**src/rtl/spc_sweep_ctrl_if.sv**
```systemverilog
// Board-side control/status bundle for the SPC sweep sequencer.
// The board logic drives the request and configuration fields; the sequencer drives the status and serial lines.
interface spc_sweep_ctrl_if #(
  parameter int unsigned WORD_W  = 33,
  parameter int unsigned DWELL_W = 16
);
  logic               Start;
  logic               Stop;
  logic [WORD_W-1:0]  Base_cfg;
  logic [3:0]         F_first;
  logic [3:0]         F_last;
  logic               Iq_both;
  logic [DWELL_W-1:0] Dwell;
  logic               Spc_cfg_out;
  logic               Spc_resetn;
  logic               Busy;
  logic               Meas_valid;
  logic               Done;
  logic [3:0]         Cur_F;
  logic               Cur_IQ;
  logic [5:0]         Point_idx;

  modport master (
    output Start, Stop, Base_cfg, F_first, F_last, Iq_both, Dwell,
    input  Spc_cfg_out, Spc_resetn, Busy, Meas_valid, Done, Cur_F, Cur_IQ, Point_idx
  );

  modport slave (
    input  Start, Stop, Base_cfg, F_first, F_last, Iq_both, Dwell,
    output Spc_cfg_out, Spc_resetn, Busy, Meas_valid, Done, Cur_F, Cur_IQ, Point_idx
  );
endinterface

```
**src/rtl/spc_sweep_ctrl.sv**
```systemverilog
// Sweeps F (and optionally IQ) of a base SPC config word. For each point it clears the chain,
// shifts the word in LSB first, then dwells with Meas_valid high.
module spc_sweep_ctrl #(
  parameter int unsigned WORD_W  = 33,
  parameter int unsigned DWELL_W = 16
) (
  input  logic           Clk,
  input  logic           Reset,
  spc_sweep_ctrl_if.slave bus
);
  localparam int unsigned       BIT_W    = $clog2(WORD_W);
  localparam logic [BIT_W-1:0]  LAST_BIT = BIT_W'(WORD_W - 1);

  typedef enum logic [2:0] {
    S_IDLE, S_CLR, S_SHIFT, S_DWELL, S_NEXT, S_DONE
  } state_t;

  state_t             r_state, w_state_nxt;
  logic [WORD_W-1:0]  r_base, w_base_nxt, w_word;
  logic [3:0]         r_f_last, w_f_last_nxt, r_cur_f, w_cur_f_nxt;
  logic               r_iq_both, w_iq_both_nxt, r_cur_iq, w_cur_iq_nxt;
  logic [DWELL_W-1:0] r_dwell, w_dwell_nxt, r_dw_cnt, w_dw_cnt_nxt, w_dwell_eff;
  logic [BIT_W-1:0]   r_bit, w_bit_nxt;
  logic [5:0]         r_idx, w_idx_nxt;
  logic               r_cfg_out, r_resetn, r_busy, r_meas, r_done;

  assign w_word      = {r_base[WORD_W-1:14], r_cur_f, r_cur_iq, r_base[8:0]};
  assign w_dwell_eff = (r_dwell == '0) ? DWELL_W'(1) : r_dwell;

  always_comb begin
    w_state_nxt   = r_state;
    w_base_nxt    = r_base;
    w_f_last_nxt  = r_f_last;
    w_iq_both_nxt = r_iq_both;
    w_dwell_nxt   = r_dwell;
    w_cur_f_nxt   = r_cur_f;
    w_cur_iq_nxt  = r_cur_iq;
    w_idx_nxt     = r_idx;
    w_bit_nxt     = r_bit;
    w_dw_cnt_nxt  = r_dw_cnt;
    case (r_state)
      S_IDLE: begin
        if (bus.Start && !bus.Stop) begin
          w_base_nxt    = bus.Base_cfg;
          w_f_last_nxt  = bus.F_last;
          w_iq_both_nxt = bus.Iq_both;
          w_dwell_nxt   = bus.Dwell;
          w_cur_f_nxt   = bus.F_first;
          w_cur_iq_nxt  = 1'b0;
          w_idx_nxt     = '0;
          w_state_nxt   = S_CLR;
        end
      end
      S_CLR: begin
        w_bit_nxt   = '0;
        w_state_nxt = S_SHIFT;
      end
      S_SHIFT: begin
        if (r_bit == LAST_BIT) begin
          w_dw_cnt_nxt = DWELL_W'(1);
          w_state_nxt  = S_DWELL;
        end else begin
          w_bit_nxt = r_bit + 1'b1;
        end
      end
      S_DWELL: begin
        if (r_dw_cnt >= w_dwell_eff) w_state_nxt = S_NEXT;
        else                         w_dw_cnt_nxt = r_dw_cnt + 1'b1;
      end
      S_NEXT: begin
        if (r_iq_both && !r_cur_iq) begin
          w_cur_iq_nxt = 1'b1;
          w_idx_nxt    = r_idx + 1'b1;
          w_state_nxt  = S_CLR;
        end else if (r_cur_f == r_f_last) begin
          w_state_nxt = S_DONE;
        end else begin
          w_cur_f_nxt  = r_cur_f + 1'b1;
          w_cur_iq_nxt = 1'b0;
          w_idx_nxt    = r_idx + 1'b1;
          w_state_nxt  = S_CLR;
        end
      end
      S_DONE:  w_state_nxt = S_IDLE;
      default: w_state_nxt = S_IDLE;
    endcase
    if (bus.Stop && (r_state != S_IDLE)) w_state_nxt = S_IDLE;
  end

  // Outputs are registered from the next state so each one lines up with the state it describes.
  always_ff @(posedge Clk) begin
    if (Reset) begin
      r_state   <= S_IDLE;
      r_base    <= '0;
      r_f_last  <= '0;
      r_iq_both <= 1'b0;
      r_dwell   <= '0;
      r_cur_f   <= '0;
      r_cur_iq  <= 1'b0;
      r_idx     <= '0;
      r_bit     <= '0;
      r_dw_cnt  <= '0;
      r_cfg_out <= 1'b0;
      r_resetn  <= 1'b1;
      r_busy    <= 1'b0;
      r_meas    <= 1'b0;
      r_done    <= 1'b0;
    end else begin
      r_state   <= w_state_nxt;
      r_base    <= w_base_nxt;
      r_f_last  <= w_f_last_nxt;
      r_iq_both <= w_iq_both_nxt;
      r_dwell   <= w_dwell_nxt;
      r_cur_f   <= w_cur_f_nxt;
      r_cur_iq  <= w_cur_iq_nxt;
      r_idx     <= w_idx_nxt;
      r_bit     <= w_bit_nxt;
      r_dw_cnt  <= w_dw_cnt_nxt;
      r_cfg_out <= (w_state_nxt == S_SHIFT) ? w_word[w_bit_nxt] : 1'b0;
      r_resetn  <= (w_state_nxt != S_CLR);
      r_busy    <= (w_state_nxt == S_CLR) || (w_state_nxt == S_SHIFT) ||
                   (w_state_nxt == S_DWELL) || (w_state_nxt == S_NEXT);
      r_meas    <= (w_state_nxt == S_DWELL);
      r_done    <= (w_state_nxt == S_DONE);
    end
  end

  assign bus.Spc_cfg_out = r_cfg_out;
  assign bus.Spc_resetn  = r_resetn;
  assign bus.Busy        = r_busy;
  assign bus.Meas_valid  = r_meas;
  assign bus.Done        = r_done;
  assign bus.Cur_F       = r_cur_f;
  assign bus.Cur_IQ      = r_cur_iq;
  assign bus.Point_idx   = r_idx;
endmodule

```
**src/flat_wrapper.sv**
```systemverilog
// flat-port wrapper written by rule: the top's interface ports become plain ports
module spc_sweep_ctrl_flat 
#(
  parameter int unsigned WORD_W  = 33,
  parameter int unsigned DWELL_W = 16
)
  (Clk, Reset, bus_Start, bus_Stop, bus_Base_cfg, bus_F_first, bus_F_last, bus_Iq_both, bus_Dwell, bus_Spc_cfg_out, bus_Spc_resetn, bus_Busy, bus_Meas_valid, bus_Done, bus_Cur_F, bus_Cur_IQ, bus_Point_idx);
  spc_sweep_ctrl_if #(.WORD_W(WORD_W), .DWELL_W(DWELL_W)) bus_i ();
  input  logic Clk;
  input  logic Reset;
  input wire logic [$bits(bus_i.Start)-1:0] bus_Start;
  input wire logic [$bits(bus_i.Stop)-1:0] bus_Stop;
  input wire logic [$bits(bus_i.Base_cfg)-1:0] bus_Base_cfg;
  input wire logic [$bits(bus_i.F_first)-1:0] bus_F_first;
  input wire logic [$bits(bus_i.F_last)-1:0] bus_F_last;
  input wire logic [$bits(bus_i.Iq_both)-1:0] bus_Iq_both;
  input wire logic [$bits(bus_i.Dwell)-1:0] bus_Dwell;
  output wire logic [$bits(bus_i.Spc_cfg_out)-1:0] bus_Spc_cfg_out;
  output wire logic [$bits(bus_i.Spc_resetn)-1:0] bus_Spc_resetn;
  output wire logic [$bits(bus_i.Busy)-1:0] bus_Busy;
  output wire logic [$bits(bus_i.Meas_valid)-1:0] bus_Meas_valid;
  output wire logic [$bits(bus_i.Done)-1:0] bus_Done;
  output wire logic [$bits(bus_i.Cur_F)-1:0] bus_Cur_F;
  output wire logic [$bits(bus_i.Cur_IQ)-1:0] bus_Cur_IQ;
  output wire logic [$bits(bus_i.Point_idx)-1:0] bus_Point_idx;
  assign bus_i.Start = bus_Start;
  assign bus_i.Stop = bus_Stop;
  assign bus_i.Base_cfg = bus_Base_cfg;
  assign bus_i.F_first = bus_F_first;
  assign bus_i.F_last = bus_F_last;
  assign bus_i.Iq_both = bus_Iq_both;
  assign bus_i.Dwell = bus_Dwell;
  assign bus_Spc_cfg_out = bus_i.Spc_cfg_out;
  assign bus_Spc_resetn = bus_i.Spc_resetn;
  assign bus_Busy = bus_i.Busy;
  assign bus_Meas_valid = bus_i.Meas_valid;
  assign bus_Done = bus_i.Done;
  assign bus_Cur_F = bus_i.Cur_F;
  assign bus_Cur_IQ = bus_i.Cur_IQ;
  assign bus_Point_idx = bus_i.Point_idx;
  spc_sweep_ctrl #(.WORD_W(WORD_W), .DWELL_W(DWELL_W)) u_core (.Clk(Clk), .Reset(Reset), .bus(bus_i));
endmodule
```
**config.mk**
```make
export PLATFORM = sky130hd
export DESIGN_NAME = spc_sweep_ctrl_flat
export DESIGN_NICKNAME = d
export VERILOG_FILES = /design/src/rtl/spc_sweep_ctrl_if.sv /design/src/rtl/spc_sweep_ctrl.sv /design/src/flat_wrapper.sv
export SDC_FILE = /design/constraint.sdc
export NUM_CORES = 1
export LEC_CHECK = 0
export BUFFER_PORTS_ARGS = -buffer_cell sky130_fd_sc_hd__buf_2
export CAP_MARGIN = 20
export CELL_PAD_IN_SITES_DETAIL_PLACEMENT = 0
export CELL_PAD_IN_SITES_GLOBAL_PLACEMENT = 1
export CORE_ASPECT_RATIO = 1.75
export CORE_MARGIN = 4
export CORE_UTILIZATION = 40
export CTS_CLUSTER_DIAMETER = 80
export DETAILED_ROUTE_END_ITERATION = 10
export GPL_TIMING_DRIVEN = 0
export PLACE_DENSITY = 0.88
export RECOVER_POWER = 50
export SLEW_MARGIN = 20
export SYNTH_ARGS = -nofsm -noshare
export SYNTH_HDL_FRONTEND = slang
export SYNTH_SLANG_ARGS = --single-unit
export TNS_END_PERCENT = 30
```
**constraint.sdc**
```tcl
create_clock -name Clk -period 3.7 [get_ports Clk]
set_input_delay 0.74 -clock Clk [delete_from_list [all_inputs] [get_ports Clk]]
set_output_delay 0.74 -clock Clk [all_outputs]
set_load 0.03 [all_outputs]
```
==> impl_metrics.csv, run 1 <==
group,metric,value,unit
die,rows,52,
global_route,met1_usage,19.18,%
synth,syn_area_per_cell,7.882,um2
timing,fmax,0.2907,GHz
finish,final_layout_size_suffix_gt1_share,12.74,%
finish,seq_area,1802,um2
worst_hold_path,min_path_cells,2,
clock_network,cts_tree,"done",
pwr,power.leakage,2.124,nW
worst_setup_path,end_kind,"register",
global_route,grt.total_usage,20.04,%
pwr,vdd_drop_max,0.0002547,V
clock_network,clk-insertion-delay-late,0.36,ns
routing,ant_nets,0,
placement,place_ws,0.02095,ns
global_route,grtUsageMet2,39.59,%
timing,tightest_slew,1.040,ns
clock_network,cts_root_buf,"clkbuf_16",
clock_network,numClockSinks,90,
clock_network,h-tree-depth,3,
clock_network,clkSlewWorstSetupHoldPaths,0.07,ns
global_route,gr-usage-met3,1.988,%
routing,vias,4532,
worst_setup_path,path_max_fanout,10,
routing,via_per_inst,5.540,
timing,slew-limit-headroom,30.24,%
timing,slew_violations,0,
finish,synthToLayoutAreaGrowth,17.24,%
worst_setup_path,path_class,"reg2reg",
global_route,antenna_found_initial,0,
synth,yosysTopAreaCellShare,38.42,%
timing,worst_hold_slack,0.4569,ns
routing,drc,0,
timing,period_share,92.98,%
synth,synthesis.area,4689,um2
finish,utilization,47.74,%
finish,fin_nets,761,
synth,async_reset_ff_share,0,%
placement,dpl_cell_area,5219,um2
synth,synth.area.top_cells,"dfxtp_1 38%, nand2_1 10%, a21oi_1 7.5%, ha_1 5.6%, mux2i_1 4.3%",
pwr,p_per_area,394.5,nW/um2
clock_network,numCtsBuffers,9,
synth,yosys_register_bits,90,
finish,design_area,5498,um2
die,die-width,89.85,um
synth,yosys_warnings,0,
die,num_io_pins,78,
worst_hold_path,hold_class,"reg2reg",
status,outcome,"complete, no violations",
placement,dp_hpwl,10780,um
timing,setup_viol,0,
die,die_y,151.2,um
run,cap_viol_max_count,0,
clock_network,cts_hold_buffers,0,
global_route,grt_max_degree,19,
global_route,grt_pass1_wl,21320,um
die,start_util,40.72,%
timing,rsz0062_at_grt,"false",
synth,synthesis.nets,678,
global_route,grt.overflow.total,0,
routing,postRouteWirelength,13530,um
timing,layout_setup_ws,0.2596,ns
routing,dr.first_iter.drc_count,281,
timing,setup_tns,0,ns
synth,synth_edf_count,0,
global_route,grt_pass1_vias,4359,
die,coreArea,11520,um2
timing,period_minus_slack,3.440,ns
synth,yosysSeqAreaShare,38.42,%
timing,skew,0.009194,ns
finish,fillers,1162,
synth,synth_common_cells,"126 x nand2_1, 90 x dfxtp_1, 70 x a21oi_1",
worst_setup_path,arrival,3.73,ns
die,dieArea,13590,um2
synth,yosysTopAreaCell,"dfxtp_1",
worst_setup_path,start_kind,"register",
timing,hold_viol,0,
placement,routabilityCongestion,0.9644,
routing,drtPass1Iterations,5,
global_route,gr-max-usage-layer,"met2",
clock_network,cts_setup_buffers,0,
finish,multi_input_area,2669,um2
worst_setup_path,crit_required,3.99,ns
synth,ys_types,66,
synth,synth_most_common_cell,"nand2_1",
worst_setup_path,reg2reg_depth,12,
routing,routedWlPerCell,16.54,um
clock_network,max-clock-path-buffers,2,
synth,netlist_instances,595,
placement,io_buffers,72,
synth,synth_ff_type,"dfxtp_1",
finish,diodes,0,
where the power goes:
group	switching, mW	total, mW	leakage (nW)	internal (mW)
clock network	0.439	0.913	0.142	0.474
registers	0.0249	1.02	0.731	0.999
logic	0.141	0.232	1.25	0.0912
total	0.605	2.17	2.12	1.56
routing by layer:
layer  share of wire [%]  routed length, um
met2                  55               7450
met4                 6.1                827
met1                  36               4821
met3                 3.2                431
met5                   0                  0
per-stage QoR:
stage	instances	power, mW
2_1_floorplan	595	1.184
3_3_place_gp	802	1.271
3_5_place_dp	802	1.277
4_1_cts	818	2.187
5_1_grt	818	2.247
6_report	818	2.169
path summary, 6_finish.rpt:
kind                          start                  end  slack, ns
hold reg to reg   u_core.r_base[18]    u_core.r_base[18]       0.46
hold / removal    u_core.r_base[18]    u_core.r_base[18]       0.46
setup reg to reg  u_core.r_dwell[7]  u_core.r_dw_cnt[10]       0.26
setup / recovery  u_core.r_dwell[7]  u_core.r_dw_cnt[10]       0.26
worst max-delay path: stages, from the launching register on:
cell and delay (ns):
dfxtp_1 0.32, nor4_1 0.37, a41o_1 0.23, ha_1 0.22, nand2b_1 0.14, a21o_1 0.18, a211o_1 0.30, a211oi_2 0.30
o21ai_2 0.20, mux2_2 0.35, clkbuf_1 0.24, or3_1 0.39, a21oi_1 0.13
cell usage in the layout, fill, tap and decap left out, drive strengths merged, types with 3 or more instances in the layout:
cell type	count
a22oi	4
mux2i	20
a21oi	70
nor2b	6
mux2	3
a21o	4
clkinv	3
or3	6
nand4	9
a211oi	9
and2	3
nand2	126
clkbuf	56
or4	4
dfxtp	90
ha	21
and3	6
o21ai	19
inv	28
nor3	13
nor4	4
nand3	18
nand2b	8
o31ai	4
nor2	36
xor2	4
xnor2	9
buf	58
state kept, by name, summed over array words and instances (netlist names), 3 cells and up:
register / count
u_core.r_base: 28
u_core.r_dw_cnt: 16
u_core.r_dwell: 16
u_core.bus.Point_idx: 6
u_core.r_bit: 6
u_core.bus.Cur_F: 4
u_core.r_f_last: 4
u_core.r_state: 3
cell families after synthesis:
kind of cell               count (synthesis)  synth area share [%]
xor gates and xnor gates                  13                 2.428
buffers and inverters                     58                 4.856
and+or+nand+nor                          249                 24.44
AOI/OAI and AO/OA                        141                 19.18
adders and majority gates                 21                 5.603
DFF                                       90                 38.42
muxes                                     23                 5.069
final cells by class:
cell class              count  area share (%)
plain buffers              33           2.390
repair buffers             72           6.190
clock buffers               9           4.096
clock inverters             7           1.229
inverters                  25           1.707
flip-flops and latches     90           32.77
multi-input cells         447           48.54
well taps                 135           3.072
timing repair:
action	in CTS	in global routing
hold endpoints to repair	0	0
resized for setup	0	2
endpoints found under the setup margin	0	7
No activity file was read; power rests on OpenSTA's default activity.
==> run 2: changes to the inputs <==
- ABC_AREA: default -> 1
- CELL_PAD_IN_SITES_DETAIL_PLACEMENT: 0 -> default
- CELL_PAD_IN_SITES_GLOBAL_PLACEMENT: 1 -> default
- PLACE_DENSITY: 0.88 -> 0.71
==> impl_metrics.csv, run 2 <==
group,metric,value,unit
status,outcome,"complete, no violations",
placement,dp_hpwl,9921,um
worst_setup_path,reg2reg_depth,11,
worst_setup_path,end_kind,"register",
synth,yosys_register_bits,90,
timing,skew,0.008675,ns
clock_network,cts_root_buf,"clkbuf_16",
finish,largest_reg_flops,28,
synth,synth_edf_count,0,
clock_network,cts_tree,"done",
finish,multi_input_area,2241,um2
synth,yosys_warnings,0,
timing,setup_tns,0,ns
placement,routabilityCongestion,0.9384,
pwr,pwr-share-clk,40.7,%
finish,synthToLayoutAreaGrowth,16.35,%
synth,async_reset_ff_share,0,%
finish,fin_cells,842,
finish,fin_nets,789,
run,cap_viol_max_count,0,
worst_setup_path,path_cells,"inv_1 > ha_1 > nand3_1 > a21oi_1 > nor3_1 > inv_1 > nand3_1 > nand3_1 > nand3_1 > nand3_1 > a21oi_1",
die,dieArea,13180,um2
worst_hold_path,hp-start,"u_core.r_base[27]",
finish,diodes,0,
timing,period_share,82.15,%
clock_network,h-tree-depth,3,
worst_setup_path,crit-reg2reg-capture,"u_core.bus.Spc_cfg_out",
die,rows,51,
placement,io_buffers,71,
synth,synth_ff_type,"dfxtp_1",
routing,via_per_inst,5.325,
global_route,grt_max_degree,14,
synth,synth_most_common_cell,"dfxtp_1",
timing,tightest_slew,0.9090,ns
timing,slew_violations,0,
routing,postRouteWirelength,12660,um
clock_network,cts_setup_buffers,0,
worst_hold_path,hold_path_end,"u_core.r_base[27]",
clock_network,max-clock-path-buffers,2,
worst_setup_path,worstReg2RegStart,"u_core.r_bit[0]",
die,num_io_pins,78,
finish,layout_commonest_cell,"dfxtp_1",
synth,syn_area_per_cell,7.273,um2
timing,fmax,0.3290,GHz
worst_setup_path,crit_path_frequent_cell,"nand3_1",
timing,hold_viol,0,
global_route,grt.overflow.total,0,
worst_setup_path,critical_path.top_delay_family,"simple AND/OR/NAND/NOR gates",
worst_hold_path,hold_class,"reg2reg",
global_route,grt_pass1_vias,4539,
pwr,p_sw_share,26.23,%
clock_network,cts-resized-gates,0,
finish,seq_area,1802,um2
clock_network,clk-insertion-delay-late,0.35,ns
synth,synthesis.area,4538,um2
synth,synth_common_cells,"90 x dfxtp_1, 87 x inv_1, 87 x nand2_1",
finish,fillers,1162,
worst_setup_path,path_max_fanout,6,
pwr,p_per_area,437.9,nW/um2
routing,drc,0,
clock_network,cts_hold_buffers,0,
pwr,power.leakage,2.270,nW
worst_setup_path,start_kind,"register",
routing,vias,4484,
global_route,grt_pass1_wl,20340,um
timing,rsz0062_at_grt,"false",
synth,ys_types,40,
finish,design_area,5280,um2
synth,yosysTopAreaCellShare,39.70,%
worst_setup_path,cp-startpoint,"u_core.r_bit[0]",
worst_setup_path,path_class,"reg2reg",
timing,setup_viol,0,
routing,ant_nets,0,
synth,netlist_instances,624,
finish,final_layout_size_suffix_gt1_share,12.39,%
synth,yosysSeqAreaShare,39.70,%
pwr,power_frac_comb,14.2,%
clock_network,numCtsBuffers,9,
pwr,switchingPower,606.5,uW
finish,reg_top3,"u_core.r_base (28), u_core.r_dw_cnt (16), u_core.r_dwell (16)",
clock_network,numClockSinks,90,
global_route,antenna_found_initial,0,
die,start_util,40.87,%
finish,largest_register,"u_core.r_base",
synth,synth.area.top_cells,"dfxtp_1 40%, a21oi_1 7.7%, inv_1 7.2%, nand2_1 7.2%, o21ai_0 6.9%",
worst_hold_path,min_path_cells,2,
worst_setup_path,ff2ff_setup_slack,0.66,ns
finish,final_cell_mix,"90 x dfxtp_1, 89 x inv_1, 89 x nand2_1",
clock_network,clkSlewWorstSetupHoldPaths,0.06,ns
die,die_y,148.9,um
worst_setup_path,crit_required,3.93,ns
timing,worst_hold_slack,0.4516,ns
die,die-width,88.52,um
pwr,intPower,1.706,mW
pwr,vdd_drop_max,0.0003256,V
pwr,pwr-share-seq,45.2,%
timing,period_minus_slack,3.039,ns
worst_setup_path,arrival,3.27,ns
synth,yosysTopAreaCell,"dfxtp_1",
routing,drtPass1Iterations,4,
placement,dpl_cell_area,5059,um2
placement,dpl.cell_count,827,
routing,dr.first_iter.drc_count,316,
worst_setup_path,worst-path-buf-inv,2,
die,coreArea,11100,um2
worst_setup_path,cpMaxStageDelayCell,"nor3_1",
timing,slew-limit-headroom,38.93,%
routing,routedWlPerCell,15.03,um
global_route,grt.total_usage,19.80,%
synth,synthesis.nets,707,
worst_setup_path,slowest_delay,0.76,ns
-- run 2: area by class of cell --
cell class,count,area share (%)
multi-input cells,422,42.44
flip-flops and latches,90,34.12
inverters,91,6.493
repair buffers,71,6.351
clock buffers,13,5.118
well taps,132,3.128
plain buffers,21,1.682
clock inverters,2,0.6635
-- run 2: power groups by stage --
stage | clock (mW) | sequential, mW | combinational (mW)
3_5_place_dp | 0 | 1.07 | 0.333
6_report | 0.940 | 1.04 | 0.328
4_1_cts | 0.951 | 1.04 | 0.336
3_3_place_gp | 0 | 1.06 | 0.325
2_1_floorplan | 0 | 1.07 | 0.216
5_1_grt | 0.995 | 1.05 | 0.369
-- run 2: how the worst max path moves through the flow --
stage               slack, ns                      to  cells past startpoint
finish                   0.66  u_core.bus.Spc_cfg_out                     11
global route             0.45     u_core.bus.Cur_F[2]                      9
CTS                      1.04  u_core.bus.Spc_cfg_out                     15
detailed placement       0.93      u_core.r_f_last[0]                      8
global placement         0.94      u_core.r_f_last[0]                      8
floorplan                1.68     u_core.r_dw_cnt[11]                     14
-- run 2: kinds of logic after synthesis --
family                     Yosys count  share of synthesized area, %
and+or+nand+nor                    242                         25.83
adders and majority gates           21                         5.790
AOI/OAI and AO/OA                  153                         17.95
buffers and inverters              112                         9.567
xor gates and xnor gates             6                         1.158
DFF                                 90                         39.70
-- run 2: layer usage --
layer	routed length [um]	global-route usage [%]
met5	0	0
met4	503	10.59
met3	535	4.091
met2	6739	36.13
met1	4879	20.44
-- run 2: stage by stage --
step                power, mW  utilization, %  setup WS [ns]
finish                  2.312           47.55         0.6606
CTS                     2.330           48.31          1.039
detailed placement      1.398           45.56         0.9288
global route            2.412           47.55         0.4511
floorplan               1.287               -          1.675
global placement        1.388           45.56         0.9401
-- run 2: worst reg2reg max path: stages, from the launching register on --
cell and delay [ns]:
dfxtp_1 0.47, inv_1 0.13, ha_1 0.23, nand3_1 0.15, a21oi_1 0.12, nor3_1 0.76, inv_1 0.34, nand3_1 0.19
nand3_1 0.10, nand3_1 0.10, nand3_1 0.08, a21oi_1 0.25
